### src/rtl/tile_scroller.sv
// tile_scroller: falling-tile board for the piano game; shifts on synchronized beats,
// spawns LFSR-chosen tiles at the top and scores key presses against the bottom row.
module tile_scroller #(
  parameter int         ROWS      = 4,
  parameter logic [7:0] LFSR_SEED = 8'hA5,
  parameter int         SCORE_MAX = 999
) (
  input  logic              clk,
  input  logic              rst_n,
  input  logic              restart,
  input  logic              stop,
  input  logic              clk_beat,
  input  logic              key_valid,
  input  logic [1:0]        key_col,
  output logic [ROWS-1:0]   tile_valid,
  output logic [2*ROWS-1:0] tile_col,
  output logic [9:0]        score,
  output logic              hit,
  output logic              miss,
  output logic              game_over
);
  localparam logic [9:0] SCORE_TOP = 10'(SCORE_MAX);
  typedef enum logic [1:0] {IDLE, RUN, OVER} state_t;
  state_t state, state_nx;
  logic [2:0] beat_sync;
  logic beat_tick;
  logic [7:0] lfsr, lfsr_nx;
  logic [ROWS-1:0] valid_nx;
  logic [2*ROWS-1:0] col_nx;
  logic [9:0] score_nx;
  logic active, key_ok, key_bad, tick_miss, do_shift, do_hit, miss_nx;
  // two synchronizer stages plus one history stage for the rising-edge detector
  always_ff @(posedge clk or negedge rst_n)
    if (!rst_n) beat_sync <= '0;
    else beat_sync <= {beat_sync[1:0], clk_beat};
  assign beat_tick = beat_sync[1] & ~beat_sync[2];
  assign active    = state == RUN && !stop && !restart;
  assign key_ok    = key_valid && tile_valid[0] && key_col == tile_col[1:0];
  assign key_bad   = key_valid && !key_ok;
  // a correct key in the tick cycle clears the bottom tile before the shift judges it
  assign tick_miss = beat_tick && tile_valid[0] && !key_ok;
  assign do_shift  = active && beat_tick && !key_bad && !tick_miss;
  assign do_hit    = active && key_ok;
  assign miss_nx   = active && (key_bad || tick_miss);
  always_ff @(posedge clk or negedge rst_n)
    if (!rst_n) state <= IDLE;
    else state <= state_nx;
  always_comb
    state_nx = restart ? RUN : miss_nx ? OVER : state;
  always_comb begin
    valid_nx = tile_valid;
    col_nx   = tile_col;
    lfsr_nx  = lfsr;
    score_nx = (do_hit && score != SCORE_TOP) ? score + 10'd1 : score;
    if (restart) begin
      valid_nx = '0;
      col_nx   = '0;
      lfsr_nx  = LFSR_SEED;
      score_nx = '0;
    end else if (do_shift) begin
      valid_nx = {1'b1, tile_valid[ROWS-1:1]};
      col_nx   = {lfsr[1:0], tile_col[2*ROWS-1:2]};
      lfsr_nx  = {lfsr[6:0], lfsr[7] ^ lfsr[5] ^ lfsr[4] ^ lfsr[3]};
    end else if (do_hit) begin
      valid_nx[0] = 1'b0;
    end
  end
  always_ff @(posedge clk or negedge rst_n)
    if (!rst_n) begin
      tile_valid <= '0;
      tile_col   <= '0;
      score      <= '0;
      lfsr       <= LFSR_SEED;
      hit        <= 1'b0;
      miss       <= 1'b0;
    end else begin
      tile_valid <= valid_nx;
      tile_col   <= col_nx;
      score      <= score_nx;
      lfsr       <= lfsr_nx;
      hit        <= do_hit;
      miss       <= miss_nx;
    end
  assign game_over = state == OVER;
endmodule

### config.mk
export PLATFORM = sky130hd
export DESIGN_NAME = tile_scroller
export DESIGN_NICKNAME = d
export VERILOG_FILES = /design/src/rtl/tile_scroller.sv
export SDC_FILE = /design/constraint.sdc
export NUM_CORES = 1
export LEC_CHECK = 0
export ABC_AREA = 0
export BUFFER_PORTS_ARGS = -buffer_cell sky130_fd_sc_hd__buf_2
export CAP_MARGIN = 5
export CELL_PAD_IN_SITES_DETAIL_PLACEMENT = 0
export CELL_PAD_IN_SITES_GLOBAL_PLACEMENT = 1
export CORE_ASPECT_RATIO = 2
export CORE_MARGIN = 1.5
export CORE_UTILIZATION = 30
export CTS_BUF_LIST = sky130_fd_sc_hd__clkbuf_8
export DETAILED_ROUTE_END_ITERATION = 8
export PLACE_DENSITY_LB_ADDON = 0.1
export SLEW_MARGIN = 20
export SYNTH_ARGS = -nofsm -noshare
export SYNTH_HDL_FRONTEND = slang
export SYNTH_SLANG_ARGS = --single-unit
### constraint.sdc
create_clock -name clk -period 3.45 [get_ports clk]
set_clock_uncertainty 0.1 [all_clocks]
set_input_delay 0.1725 -clock clk [delete_from_list [all_inputs] [get_ports clk]]
set_output_delay 0.1725 -clock clk [all_outputs]
set_load 0.02 [all_outputs]
==> results of run 1 <==
cell type report:
cell class / count / share of cell area, %
sequential: 33 / 44.30
multi-input combinational: 93 / 34.42
timing repair buffer: 36 / 10.41
clock buffer: 7 / 5.137
tap: 58 / 3.869
inverter: 8 / 1.601
clock inverter: 1 / 0.2668
metrics by stage:
step | hold WS [ns] | worst slack, ns | cells
finish | 0.2288 | 0.8248 | 236
global route | 0.2439 | 0.6730 | 236
CTS | 0.2231 | 0.8035 | 236
detailed placement | 0.1830 | 0.8119 | 226
global placement | 0.1834 | 0.8617 | 226
floorplan | -0.2231 | 1.066 | 146
worst min-delay path: stages:
cell and delay, ns:
buf_2 0.08, or4b_4 0.13, or3_1 0.14, inv_1 0.04
metal layers:
metal  global-route usage, %  part of all wire (%)  vias up
met5                       0                     0        -
met4                   5.357                   1.7        0
met2                   24.53                    56       31
met3                   2.975                   3.6        5
li1                        -                     -      564
met1                   14.89                    39      578
flip-flops by register name, summed over array words and instances (netlist names):
name	cells
score	10
lfsr	7
tile_col	5
tile_valid	4
beat_sync	3
state	2
hit	1
miss	1
power by group:
group | switching, mW | internal [mW] | leakage (nW)
clock network | 0.138 | 0.180 | 0.0542
registers | 0.00378 | 0.395 | 0.434
logic | 0.0261 | 0.0147 | 0.430
total | 0.168 | 0.591 | 0.918
kinds of logic after synthesis:
group,count (synthesis),synth area share [%]
AOI/OAI and AO/OA,22,8.293
xor gates and xnor gates,5,2.792
adders and majority gates,1,0.7973
buffers and inverters,20,5.901
DFF,33,52.95
muxes,16,11.08
and+or+nand+nor,49,18.18
layout by cell type, fill, tap and decap left out:
cell type,synthesis,routed
a32o_1,1,1
and4_1,2,2
inv_1,7,7
nor4bb_1,1,1
clkbuf_8,0,7
xor2_1,2,2
buf_2,2,32
mux2i_1,5,5
nand2_1,4,4
or4b_4,1,1
o21a_1,1,1
dfstp_2,4,4
nand3b_1,1,1
or4_1,3,3
and3_1,2,2
nor4_1,2,2
nor2b_1,10,10
o21ai_1,6,6
ha_1,1,1
a21o_1,2,2
dlygate4sd3_1,0,2
nor2_1,11,11
mux2_1,11,11
xnor2_1,3,3
inv_2,1,1
nand4_1,2,2
clkinv_2,0,1
o31ai_1,3,3
or3_1,6,6
dfrtp_1,29,29
nor3_1,1,1
a21oi_1,9,9
buf_4,4,2
nand3_1,3,3
cell usage after synthesis, drive strengths merged, types with 2 or more instances:
| cell | count | area [µm²] |
|---|---|---|
| and3 | 2 | 12.51 |
| nor2b | 10 | 62.56 |
| a21o | 2 | 15.01 |
| o21ai | 6 | 30.03 |
| dfstp | 4 | 105.1 |
| buf | 6 | 40.04 |
| nand3 | 3 | 15.01 |
| a21oi | 9 | 45.04 |
| inv | 8 | 30.03 |
| dfrtp | 29 | 725.7 |
| xnor2 | 3 | 26.28 |
| nor2 | 11 | 41.29 |
| nand4 | 2 | 12.51 |
| mux2 | 11 | 123.9 |
| nand2 | 4 | 15.01 |
| mux2i | 5 | 50.05 |
| o31ai | 3 | 22.52 |
| or3 | 6 | 37.54 |
| clkbuf | 6 | 22.52 |
| and4 | 2 | 17.52 |
| nor4 | 2 | 12.51 |
| xor2 | 2 | 17.52 |
| or4 | 3 | 22.52 |
path summary, 6_finish.rpt:
kind	from	endpoint	slack [ns]	cells after the start
setup / recovery	state[1]$_DFFE_PN0P_	score[7]$_DFFE_PN0P_	0.82	4
hold / removal	stop	miss$_DFF_PN0_	0.23	4
setup reg to reg	state[1]$_DFFE_PN0P_	score[7]$_DFFE_PN0P_	0.82	4
hold reg to reg	beat_sync[0]$_DFF_PN0_	beat_sync[1]$_DFF_PN0_	0.26	0
max in group asynchronous	rst_n	score[2]$_DFFE_PN0P_	2.36	2
min in group asynchronous	rst_n	beat_sync[2]$_DFF_PN0_	0.41	2
==> impl_metrics.csv, run 1 <==
group,metric,value,unit
run_status,outcome,"complete, no violations",
final_layout,diodes,0,
worst_setup_path,worstPathCellList,"or4b_4 -> or4_1 -> nor4_1 -> mux2_1",
routing,first_pass_iters,4,
synthesis,postSynthNetCount,155,
final_layout,multi_input_area,645.6,µm²
synthesis,synth_edf_count,0,
final_layout,drive_gt1_share,26.97,%
die,die_area,5699,µm²
synthesis,ys.flop_type,"dfrtp_1",
worst_setup_path,slowest_delay,0.76,ns
cts,tritoncts,"done",
timing,fin_tns_setup,0,ns
place,post_dp_cell_area,1754,µm²
die,core_area,5092,µm²
place,io_buffers,32,
worst_setup_path,crit_arrival,2.69,ns
timing,maxSlewHeadroom,48.86,%
power_and_ir_drop,vdd_drop_max,241.0,µV
final_layout,area_growth,19.54,%
final_layout,fillCellCount,551,
synthesis,yosys.cell_types.count,32,
die,ios,33,
hold_path,hp-class,"primary input to flip-flop",
synthesis,ys_ff_latch,33,
final_layout,nets,186,
power_and_ir_drop,p_per_area,404.2,nW/µm²
timing,fmax,380.9,MHz
timing,setup_violations,0,
cts,cts_root_buf,"clkbuf_8",
routing,drc,0,
synthesis,seq_area_frac_synth,52.95,%
synthesis,ys_warn_count,0,
cts,cts-resized-gates,0,
global_routing,grt_use_total,13.81,%
global_routing,grt_max_degree,34,
synthesis,syn-mean-instance-area,10.75,µm²
cts,clockBufferDepth,2,
routing,drtAntennaViolNets,0,
global_routing,first_global_vias,1227,
die,initial_core_util,30.81,%
routing,vias,1178,
power_and_ir_drop,finalPower,758.1,µW
worst_setup_path,crit_buf_inv,0,
cts,clk_pin_slew_worst_paths,0.07,ns
routing,wl_per_cell,14.42,µm
timing,finalMaxSlewViolations,0,
place,dp_hpwl,2400,µm
global_routing,antenna_found_initial,0,
cts,cts_buffers,5,
routing,drt_iter0_drc,22,
place,gp_congestion,0.7097,
timing,period_needed,2.625,ns
final_layout,final_util,36.83,%
timing,worst_pin_slew,0.7671,ns
final_layout,regArea,830.8,µm²
power_and_ir_drop,p_leak,0.9183,nW
die,die_h,105.3,µm
final_layout,finalInstanceArea,1876,µm²
worst_setup_path,worstPathRequired,3.51,ns
die,num_rows,37,
cts,ctsHoldBuffers,2,
die,die_w,54.14,µm
worst_setup_path,cpLargestDelayFamily,"simple AND/OR/NAND/NOR gates",
cts,worstSkewPairLatency,0.28,ns
synthesis,syn-cell-area,1569,µm²
timing,finalHoldViolCount,0,
timing,rsz0062_at_grt,"false",
cts,post_cts_buffers,0,
cts,cts_max_level,2,
worst_setup_path,critPathKind,"flip-flop to flip-flop",
worst_setup_path,cp_slowest_cell,"or4_1",
synthesis,synthCells,146,
timing,min_period_over_period,76.09,%
worst_setup_path,critical_path.startpoint_type,"flip-flop",
routing,routed_wl,3402,µm
worst_setup_path,end_kind,"flip-flop",
cts,clkSinkCount,33,
worst_setup_path,worst-path-max-fanout,13,
synthesis,ys_async_sr_fraction,100.0,%
job,maxCapViolations,0,
routing,viasPerCell,4.992,
global_routing,grt_overflow_total,0,
global_routing,grt_pass1_wl,5782,µm
Power figures use the tool's default switching activity.
==> run 2: changes to the inputs <==
clock period = 2.6 ns   (was 3.45 ns; I/O delays follow)
==> run 2 against run 1 <==
  * Combinational power rose by 33%
  * Maximum frequency rose by 8.9%
  * Global-route usage rose by 0.24 points
  * Register-to-register slack got worse by 0.63 ns
  * Clock power rose by 57%
  * Non-clock buffer count rose by 3
  * Core utilization rose by 0.81 points
  * Clock-buffer cell count fell by 1
  * Cell count rose by 1.3%
  * Final area rose by 2.2%
  * Worst hold slack got worse by 0.050 ns
  * Setup slack got worse by 0.63 ns
  * Largest cell class unchanged
  * Largest power group unchanged
  * Highest routed layer unchanged
==> impl_metrics.csv, run 2 (synthesis results as in run 1) <==
group,metric,value,unit
final_layout,final_util,37.64,%
final_layout,drive_gt1_share,28.18,%
worst_setup_path,r2r-end,"score[7]$_DFFE_PN0P_",
run_status,outcome,"complete, no violations",
power_and_ir_drop,vdd_drop_max,303.0,µV
cts,clkSinkCount,33,
place,gp_congestion,0.6769,
die,core_area,5092,µm²
place,placed_cells,229,
worst_setup_path,end_kind,"flip-flop",
timing,maxSlewHeadroom,49.33,%
final_layout,nets,189,
cts,clockBufferDepth,2,
die,initial_core_util,30.81,%
final_layout,top_regs,"score x10, lfsr x7, tile_col x5",
worst_setup_path,worstPathRequired,2.66,ns
routing,vias,1176,
routing,first_pass_iters,4,
worst_setup_path,critical_path.startpoint_type,"flip-flop",
worst_setup_path,worst-path-max-fanout,9,
power_and_ir_drop,clkPwrFrac,46.0,%
global_routing,first_global_vias,1201,
timing,min_period_over_period,92.69,%
power_and_ir_drop,p_leak,0.9433,nW
routing,drc,0,
global_routing,grt_overflow_total,0,
routing,wl_per_cell,14.02,µm
final_layout,final_cell_mix,"buf_2 (32), dfrtp_1 (29), nor2_1 (11), mux2_1 (11), nor2b_1 (10)",
worst_setup_path,reg2regPathDepth,4,
final_layout,diodes,0,
global_routing,grtUsageMet2,23.75,%
die,die_w,54.14,µm
timing,worst_pin_slew,0.7601,ns
final_layout,final_common_cell,"buf_2",
cts,cts_max_level,2,
global_routing,grt_max_degree,34,
hold_path,min_path_cells,4,
worst_setup_path,timing.rr.start,"state[1]$_DFFE_PN0P_",
timing,finalHoldViolCount,0,
routing,drt_iter0_drc,12,
worst_setup_path,crit_arrival,2.47,ns
power_and_ir_drop,internal_power,853.1,µW
final_layout,regArea,830.8,µm²
place,place_ws,0.07882,ns
timing,fin_tns_setup,0,ns
power_and_ir_drop,p_switching,228.2,µW
routing,drtAntennaViolNets,0,
hold_path,hold_start,"stop",
global_routing,grt_use_total,14.05,%
cts,cts_root_buf,"clkbuf_8",
global_routing,grt_pass1_wl,5899,µm
place,io_buffers,32,
global_routing,grt_use_met3,2.975,%
cts,clk_pin_slew_worst_paths,0.07,ns
worst_setup_path,rrSetupSlack,0.19,ns
power_and_ir_drop,p_per_area,564.1,nW/µm²
final_layout,area_growth,22.17,%
routing,viasPerCell,4.921,
final_layout,fillCellCount,545,
final_layout,largest_reg_flops,10,
cts,worstSkewPairLatency,0.28,ns
die,ios,33,
place,dp_hpwl,2386,µm
job,maxCapViolations,0,
timing,fmax,414.9,MHz
timing,worst_slack,0.1899,ns
power_and_ir_drop,swShare,21.10,%
global_routing,met1_usage,15.69,%
cts,cts_buffers,5,
die,die_h,105.3,µm
worst_setup_path,critPathKind,"flip-flop to flip-flop",
final_layout,fin_cells,239,
timing,setup_violations,0,
power_and_ir_drop,seq_power_share,49.0,%
cts,tritoncts,"done",
power_and_ir_drop,p_comb_share,5.0,%
global_routing,antenna_found_initial,0,
timing,rsz0062_at_grt,"false",
final_layout,regMostFlops,"score",
die,die_area,5699,µm²
timing,finalMaxSlewViolations,0,
timing,period_needed,2.410,ns
routing,routed_wl,3350,µm
final_layout,multi_input_area,649.4,µm²
hold_path,holdPathEnd,"miss$_DFF_PN0_",
hold_path,hp-class,"primary input to flip-flop",
global_routing,top_usage_layer,"met2",
die,num_rows,37,
## run 2: worst max-delay path by stage
stage / from / end / slack, ns / cells after the start
floorplan: state[1]$_DFFE_PN0P_ / score[7]$_DFFE_PN0P_ / 0.22 / 5
global placement: state[1]$_DFFE_PN0P_ / score[7]$_DFFE_PN0P_ / 0.10 / 4
detailed placement: state[1]$_DFFE_PN0P_ / score[7]$_DFFE_PN0P_ / 0.08 / 4
CTS: state[1]$_DFFE_PN0P_ / score[7]$_DFFE_PN0P_ / 0.06 / 4
global route: state[1]$_DFFE_PN0P_ / score[7]$_DFFE_PN0P_ / 0.07 / 4
finish: state[1]$_DFFE_PN0P_ / score[7]$_DFFE_PN0P_ / 0.19 / 4
## run 2: metrics by stage
step                hold slack, ns  instance area, µm²  power (mW)
finish                      0.1792                1917       1.081
global route                0.2014                1917       1.130
CTS                         0.1658                1913       1.105
detailed placement          0.1396                1777      0.5933
global placement            0.1381                1777      0.5920
floorplan                  -0.2656                1569      0.5670
## run 2: cell type report
class,instances,area share [%]
clock inverter,2,1.762
clock buffer,6,4.308
multi-input combinational,93,33.88
sequential,33,43.34
timing repair buffer,39,11.36
inverter,8,1.567
tap,58,3.786
## run 2: per-layer routing
metal | up-vias | wire [µm] | part of all wire [%]
li1 | 575 | - | -
met1 | 571 | 1315 | 39
met2 | 23 | 1846 | 55
met3 | 7 | 104 | 3.1
met4 | 0 | 83 | 2.5
met5 | - | 0 | 0
## run 2: power by group through the flow
stage / combinational [mW] / clock (mW) / sequential, mW
6_report: 0.0541 / 0.498 / 0.530
5_1_grt: 0.0621 / 0.537 / 0.531
4_1_cts: 0.0563 / 0.519 / 0.530
3_5_place_dp: 0.0538 / 0 / 0.539
3_3_place_gp: 0.0531 / 0 / 0.539
2_1_floorplan: 0.0272 / 0 / 0.540
## run 2: critical path: stages, from the launching register on
cell	delay, ns
dfrtp_1	0.38
or4b_4	0.54
or4_4	0.61
nor4_1	0.32
mux2_1	0.35
## run 2: timing repair
item | CTS | global route
endpoints found under the setup margin | 0 | 3
endpoints found under the hold margin | 30 | 0
hold buffers | 2 | 0
buffers inserted | 0 | 0
gates resized for setup | 0 | 1
